## src/rtl/slot_allocator_8.sv

```systemverilog
// slot_allocator_8: tracks eight shared slots and grants the lowest free one.
// Allocates at most one slot and reclaims at most one slot per cycle.
//
// Ports:
//   clk          : clock; all state changes on the rising edge
//   rst          : synchronous active-high reset
//   alloc_req    : request one slot this cycle
//   alloc_gnt    : registered; high the cycle after a successful allocation
//   alloc_idx    : registered; granted index 0..7, or 8 when there is no grant
//   free_vld     : return the slot given by free_idx this cycle
//   free_idx     : index of the slot being returned
//   busy         : registered occupancy vector; bit i set means slot i is in use
//   free_cnt     : registered number of free slots, 0..8
//   full         : registered; every slot is busy
//   empty        : registered; no slot is busy
//   err_dbl_free : sticky flag; a slot that was not busy was freed
module slot_allocator_8 (
    input  logic       clk,
    input  logic       rst,
    input  logic       alloc_req,
    output logic       alloc_gnt,
    output logic [3:0] alloc_idx,
    input  logic       free_vld,
    input  logic [2:0] free_idx,
    output logic [7:0] busy,
    output logic [3:0] free_cnt,
    output logic       full,
    output logic       empty,
    output logic       err_dbl_free
);

    logic [3:0] first_free;
    logic       alloc_do;
    logic       free_do;
    logic       dbl_free;
    logic [7:0] busy_nxt;
    logic [3:0] cnt_nxt;

    // The search runs from the top index down, so the lowest free slot is
    // the one that survives. It looks only at the registered busy vector;
    // a slot freed in this same cycle is not visible to it yet.
    always_comb begin
        first_free = 4'd8;
        for (int i = 7; i >= 0; i--) begin
            if (!busy[i]) begin
                first_free = 4'(i);
            end
        end
    end

    assign alloc_do = alloc_req && !first_free[3];

    // Freeing the slot that is being allocated in the same cycle counts as
    // a double free. That slot is free in the registered vector, so the
    // double-free test below covers this case.
    assign free_do  = free_vld && busy[free_idx];
    assign dbl_free = free_vld && !busy[free_idx];

    // An allocation and a valid free always touch different bits.
    always_comb begin
        busy_nxt = busy;
        if (alloc_do) begin
            busy_nxt[first_free[2:0]] = 1'b1;
        end
        if (free_do) begin
            busy_nxt[free_idx] = 1'b0;
        end
    end

    always_comb begin
        cnt_nxt = free_cnt;
        if (alloc_do && !free_do) begin
            cnt_nxt = free_cnt - 4'd1;
        end else if (free_do && !alloc_do) begin
            cnt_nxt = free_cnt + 4'd1;
        end
    end

    always_ff @(posedge clk) begin
        if (rst) begin
            busy         <= 8'h00;
            free_cnt     <= 4'd8;
            alloc_gnt    <= 1'b0;
            alloc_idx    <= 4'd8;
            full         <= 1'b0;
            empty        <= 1'b1;
            err_dbl_free <= 1'b0;
        end else begin
            busy      <= busy_nxt;
            free_cnt  <= cnt_nxt;
            alloc_gnt <= alloc_do;
            alloc_idx <= alloc_do ? first_free : 4'd8;
            full      <= &busy_nxt;
            empty     <= ~|busy_nxt;
            if (dbl_free) begin
                err_dbl_free <= 1'b1;
            end
        end
    end

endmodule

```

## config.mk

```make
export PLATFORM = sky130hd
export DESIGN_NAME = slot_allocator_8
export DESIGN_NICKNAME = d
export VERILOG_FILES = /design/src/rtl/slot_allocator_8.sv
export SDC_FILE = /design/constraint.sdc
export NUM_CORES = 1
export LEC_CHECK = 0
export CORE_MARGIN = 2
export CORE_UTILIZATION = 42
export DETAILED_ROUTE_END_ITERATION = 10
export PLACE_DENSITY = 0.73
export SLEW_MARGIN = 20
export SYNTH_ARGS = -nofsm -noshare
export SYNTH_HDL_FRONTEND = slang
export SYNTH_SLANG_ARGS = --single-unit
```

## constraint.sdc

```tcl
create_clock -name clk -period 2.4 [get_ports clk]
set_input_delay 0.36 -clock clk [delete_from_list [all_inputs] [get_ports clk]]
set_output_delay 0.36 -clock clk [all_outputs]
set_load 0.02 [all_outputs]
```

==> flow_summary_export.csv, run 1 <==
group,metric,value,unit
synth,synthTopCellsByArea,"dfxtp_1 (39%), nor2_1 (5.4%), ha_1 (3.6%)",
floorplanning,die_h,53.6,um
timing,tightest_slew,628,ps
global_routing,grt_usage,0.204,
placed_design,dpl_cell_area,1450,um2
routing,routed_wl,2.71,mm
synth,syn_inst,120,
setup_path,end_kind,"flip-flop",
final_layout,final_cell_mix,"clkdlybuf4s50_1 (23), buf_4 (21), nor2_1 (14), dfxtp_1 (12)",
synth,ys_ff_latch,20,
placed_design,portBuffers,26,
final_layout,final_common_cell,"clkdlybuf4s50_1",
placed_design,gp_congestion,0.915,
routing,drt-initial-drc-count,28,
setup_path,r2r_cells,11,
timing,period_share,1.09,
floorplanning,start_util,0.454,
synth,yosysTopAreaCellShare,0.387,
placed_design,dp.cells,186,
routing,ant_nets,0,
final_layout,finalNonFillerCells,192,
global_routing,grt_max_degree,17,
synth,yosysTopAreaCell,"dfxtp_1",
floorplanning,die_area,2870,um2
timing,fin_ws,-227,ps
clock_tree,clock-root-buffer,"clkbuf_4",
hold_path,hold_path.class,"flip-flop to flip-flop",
pwr,leakage,0.617,nW
hold_path,holdPathStages,2,
clock_tree,path_clk_slew,100,ps
floorplanning,die-width,53.6,um
pwr,p_per_area,479,nW/um2
global_routing,grt_pass1_vias,955,
clock_tree,cts_num_sinks,20,
global_routing,overflow,0,
clock_tree,clk_latency,290,ps
final_layout,area_delta_synth_final,47.6,%
routing,vias_per_cell,5.46,
setup_path,path_max_fanout,2,
synth,yosysSeqAreaShare,0.387,
routing,via_count,1048,
run_status,outcome,"finished, violations left",
timing,finalHoldViolCount,0,
clock_tree,numCtsBuffers,3,
setup_path,setup.worst_path.start_class,"input port",
floorplanning,rows,17,
synth,synth_nets,131,
timing,timing.hold.ws,456,ps
flow_run,maxCapViolations,0,
pwr,ir_worst_vdd,0.401,mV
timing,rsz0062_at_grt,"true",
pwr,p_total,0.731,mW
final_layout,stdcell_area,1530,um2
floorplanning,core,2280,um2
synth,yosysWarnings,0,
clock_tree,cts_buffer_depth,2,
clock_tree,htree_levels,1,
setup_path,cp_data_required_time,2580,ps
routing,avgRoutedWirePerCell,14.1,um
synth,syn_avg_cell_area,8.61,um2
synth,syn_area,1030,um2
global_routing,grt_pass1_wl,4.24,mm
final_layout,drive_gt1_frac,0.287,
clock_tree,cts_hold_buffers,0,
global_routing,antenna_found_initial,0,
placed_design,dp_hpwl,2.09,mm
run_status,violations,"setup timing",
routing,first_pass_iters,4,
timing,final.min_clock_period,2630,ps
timing,slew_violations,0,
timing,setup_viol,1,
clock_tree,cts_tree,"yes",
synth,synthDistinctLibCells,38,
timing,fmax,381,MHz
timing,clock_skew,6.51,ps
setup_path,cp.arrival,2810,ps
timing,relSlewSlack,0.580,
final_layout,diodes,0,
routing,remaining_drc_errors,0,
final_layout,nets,177,
setup_path,setup.worst_path.class,"input port to flip-flop",
floorplanning,ios,27,
per-layer routing:
metal  track usage  part of all wire  vias to the layer above
met5             0                 0                        -
met4        0.0214             0.011                        0
met3        0.0556             0.063                        6
met2         0.352              0.50                       43
met1         0.262              0.42                      487
li1              -                 -                      512
final timing paths:
| kind | startpoint | to | slack (ps) |
|---|---|---|---|
| max | free_idx[1] | free_cnt[3] | -230 |
| min | err_dbl_free | err_dbl_free | 460 |
| max reg2reg | busy[1] | free_cnt[3] | -210 |
| min reg2reg | err_dbl_free | err_dbl_free | 460 |
cell families after synthesis:
| kind of cell | count (synthesis) | synth area share |
|---|---|---|
| AOI/OAI and AO/OA | 28 | 0.188 |
| xor gates and xnor gates | 3 | 0.0254 |
| adders and majority gates | 4 | 0.0557 |
| buffers and inverters | 13 | 0.0642 |
| DFF | 20 | 0.387 |
| muxes | 2 | 0.0291 |
| and+or+nand+nor | 50 | 0.251 |
power by group:
| group | total (mW) | switching (mW) | internal (mW) |
|---|---|---|---|
| clock network | 0.146 | 0.0880 | 0.0583 |
| registers | 0.368 | 0.0163 | 0.351 |
| logic | 0.217 | 0.108 | 0.109 |
through the flow:
stage | utilization | worst slack [ps] | TNS (ps)
finish | 0.670 | -227 | -227
global route | 0.670 | -321 | -546
CTS | 0.653 | -169 | -169
detailed placement | 0.637 | -734 | -1610
global placement | 0.637 | -605 | -1300
floorplan | - | 8.92 | 0
layout make-up:
cell class / count / area (um2)
Clock buffer: 3 / 22.5
Fill cell: 193 / 751
Inverter: 7 / 26.3
Multi-Input combinational cell: 87 / 613
Sequential cell: 20 / 410
Tap cell: 28 / 35.0
Timing Repair Buffer: 47 / 418
cell usage after synthesis:
library cell  count
a31oi_1           3
o21ai_1           3
nand3_1           3
o41ai_1           1
nor3b_2           1
nor3_1            6
fa_1              1
o21ai_0           1
xor2_1            2
nor2b_1           5
buf_2             2
a21o_1            1
xnor2_1           1
or2_1             1
o21a_1            1
dfxtp_1          20
mux2_4            2
nand4b_1          1
a31o_1            2
nand4_1           2
a31o_2            1
a41o_1            1
clkbuf_1          2
nand3b_1          2
a21oi_1           7
a41oi_1           2
nand2_1           9
o31ai_1           1
or3b_1            2
nand2b_1          2
nor2_1           15
a221oi_2          1
inv_1             7
a22oi_1           1
ha_1              3
buf_6             2
and3_2            1
o22ai_1           2
flip-flops by register name, indices dropped and copies added (netlist names):
signal and cells:
busy 8, alloc_idx 4, free_cnt 4, alloc_gnt 1, empty 1, err_dbl_free 1, full 1
worst max-delay path, stage by stage:
cell           delay, ps
dlygate4sd2_1        260
mux2_4               320
a221oi_4             240
a31oi_2               80
o21ai_1              200
ha_2                 210
ha_1                 220
a21o_1               170
a21oi_2              170
xnor2_2               90
o21ai_1              140
or3b_1               350
timing repair:
item,in CTS,in global routing
buffers inserted,1,2
pin swaps,5,5
gates resized for setup,3,6
endpoints found under the setup margin,3,3
(Power assumes the default switching activity.)
==> run 2, diff against run 1 <==
- ABC_CLOCK_PERIOD_IN_PS: unset -> 2400
- CORE_MARGIN: 2 -> unset
- HOLD_SLACK_MARGIN: unset -> 0.05
==> run 2 against run 1 <==
  * Largest power group unchanged
  * The run still ends with setup timing left
  * Critical path type is now flip-flop to flip-flop
  * Global-route usage increased by 4.0 points
  * Non-clock buffer count increased by 4
  * First-iteration DRC count increased by 11%
  * Hold slack improved by 6.8 ps
  * Sequential power about the same
==> flow_summary_export.csv, run 2 (same netlist as run 1, synthesis figures left out) <==
group,metric,value,unit
run_status,outcome,"finished, violations left",
run_status,violations,"setup timing",
clock_tree,clock-root-buffer,"clkbuf_4",
floorplanning,core,2280,um2
floorplanning,ios,27,
routing,remaining_drc_errors,0,
timing,slew_violations,0,
global_routing,grt_pass1_wl,4.82,mm
routing,ant_nets,0,
placed_design,gp_congestion,0.839,
global_routing,grt_max_degree,17,
pwr,p_per_area,548,nW/um2
global_routing,antenna_found_initial,0,
clock_tree,cts_hold_buffers,0,
routing,avgRoutedWirePerCell,14.5,um
setup_path,cp.arrival,2730,ps
timing,final.min_clock_period,2520,ps
final_layout,diodes,0,
final_layout,largestRegisters,"busy: 8 flops, alloc_idx: 4 flops, free_cnt: 4 flops",
global_routing,grt_util_met3,0.0614,
clock_tree,cts_buffer_depth,2,
final_layout,drive_gt1_frac,0.302,
final_layout,fill_cells,170,
routing,vias_per_cell,5.51,
timing,timing.hold.ws,463,ps
hold_path,hold_path.class,"flip-flop to flip-flop",
clock_tree,numCtsBuffers,3,
placed_design,dpl_cell_area,1490,um2
timing,fmax,397,MHz
timing,period_share,1.05,
setup_path,cp_data_required_time,2610,ps
final_layout,regMostFlops,"busy",
clock_tree,cts_num_sinks,20,
final_layout,largest_reg_flops,8,
timing,tightest_slew,613,ps
final_layout,area_delta_synth_final,52.8,%
global_routing,grt_util_met2,0.394,
global_routing,gr-max-usage-layer,"met2",
final_layout,multiInputGateArea,611,um2
timing,finalHoldViolCount,0,
placed_design,dp_hpwl,2.04,mm
final_layout,final_common_cell,"buf_4",
pwr,ir_worst_vdd,0.490,mV
placed_design,pre_cts_slack,-670,ps
timing,clock_skew,9.71,ps
clock_tree,htree_levels,1,
final_layout,stdcell_area,1580,um2
final_layout,nets,181,
clock_tree,path_clk_slew,120,ps
global_routing,overflow,0,
routing,first_pass_iters,4,
global_routing,grt_usage,0.244,
placed_design,dp.cells,191,
flow_run,maxCapViolations,0,
clock_tree,cts_tree,"yes",
timing,relSlewSlack,0.590,
clock_tree,clk_latency,310,ps
timing,fin_ws,-122,ps
floorplanning,die-width,51.6,um
setup_path,setup.worst_path.start_class,"flip-flop",
global_routing,grt_pass1_vias,1035,
floorplanning,start_util,0.454,
placed_design,portBuffers,26,
final_layout,register_area,410,um2
global_routing,grt_use_met1,0.324,
floorplanning,die_area,2660,um2
routing,routed_wl,2.85,mm
setup_path,end_kind,"flip-flop",
final_layout,final_cell_mix,"buf_4 (25), clkdlybuf4s50_1 (23), nor2_1 (14), dfxtp_1 (12), nand2_1 (9)",
routing,drt-initial-drc-count,31,
pwr,leakage,0.641,nW
timing,setup_viol,1,
final_layout,finalNonFillerCells,197,
timing,rsz0062_at_grt,"true",
setup_path,setup.worst_path.class,"flip-flop to flip-flop",
floorplanning,die_h,51.6,um
floorplanning,rows,17,
setup_path,path_max_fanout,2,
routing,via_count,1086,
[run 2: cell count changes in the layout (fill, tap and decap cells not counted), sizes merged]
cell          delta
buf              +4
bufinv           +1
dlygate4sd2      +1
dlymetal6s2s     -1
[run 2: metal layers]
layer  vias to the layer above  part of all wire
met2                        36              0.50
met5                         -                 0
met3                         2             0.055
met4                         0            0.0042
li1                        524                 -
met1                       524              0.44
[run 2: through the flow]
| step | util | power (mW) | TNS [ps] |
|---|---|---|---|
| 3_5_place_dp | 0.654 | 0.579 | -1470 |
| 6_report | 0.694 | 0.866 | -122 |
| 5_1_grt | 0.694 | 0.916 | -408 |
| 2_1_floorplan | - | 0.488 | 0 |
| 4_1_cts | 0.682 | 0.863 | -89.5 |
| 3_3_place_gp | 0.654 | 0.574 | -1260 |
[run 2: cell type report]
class                           count  share of cell area
Clock buffer                        3              0.0143
Clock inverter                      1              0.0190
Inverter                            7              0.0166
Multi-Input combinational cell     87               0.387
Sequential cell                    20               0.260
Tap cell                           28              0.0222
Timing Repair Buffer               51               0.281
[run 2: final timing paths]
path / end / slack, ps / startpoint / cells after the start
max: free_cnt[3] / -120 / busy[1] / 11
min: err_dbl_free / 460 / err_dbl_free / 2
max reg2reg: free_cnt[3] / -120 / busy[1] / 11
min reg2reg: err_dbl_free / 460 / err_dbl_free / 2
[run 2: timing repair]
| item | CTS | global route |
|---|---|---|
| setup buffers | 2 | 0 |
| hold endpoints to repair | 0 | 0 |
| endpoints found under the setup margin | 3 | 3 |
| pin swaps | 3 | 2 |
| resized for setup | 3 | 5 |
[run 2: worst max-delay path: stages, from the launching register on]
cell	delay (ps)
dfxtp_2	350
mux2_4	280
a221oi_4	240
a31oi_2	70
o21ai_1	180
ha_2	210
ha_1	230
a21o_1	170
a21oi_2	170
xnor2_2	130
nor3_1	60
or3b_1	330
[run 2: where the power goes]
group / switching (mW) / internal [mW]
Combinational: 0.106 / 0.112
Sequential: 0.0169 / 0.351
Clock: 0.110 / 0.169
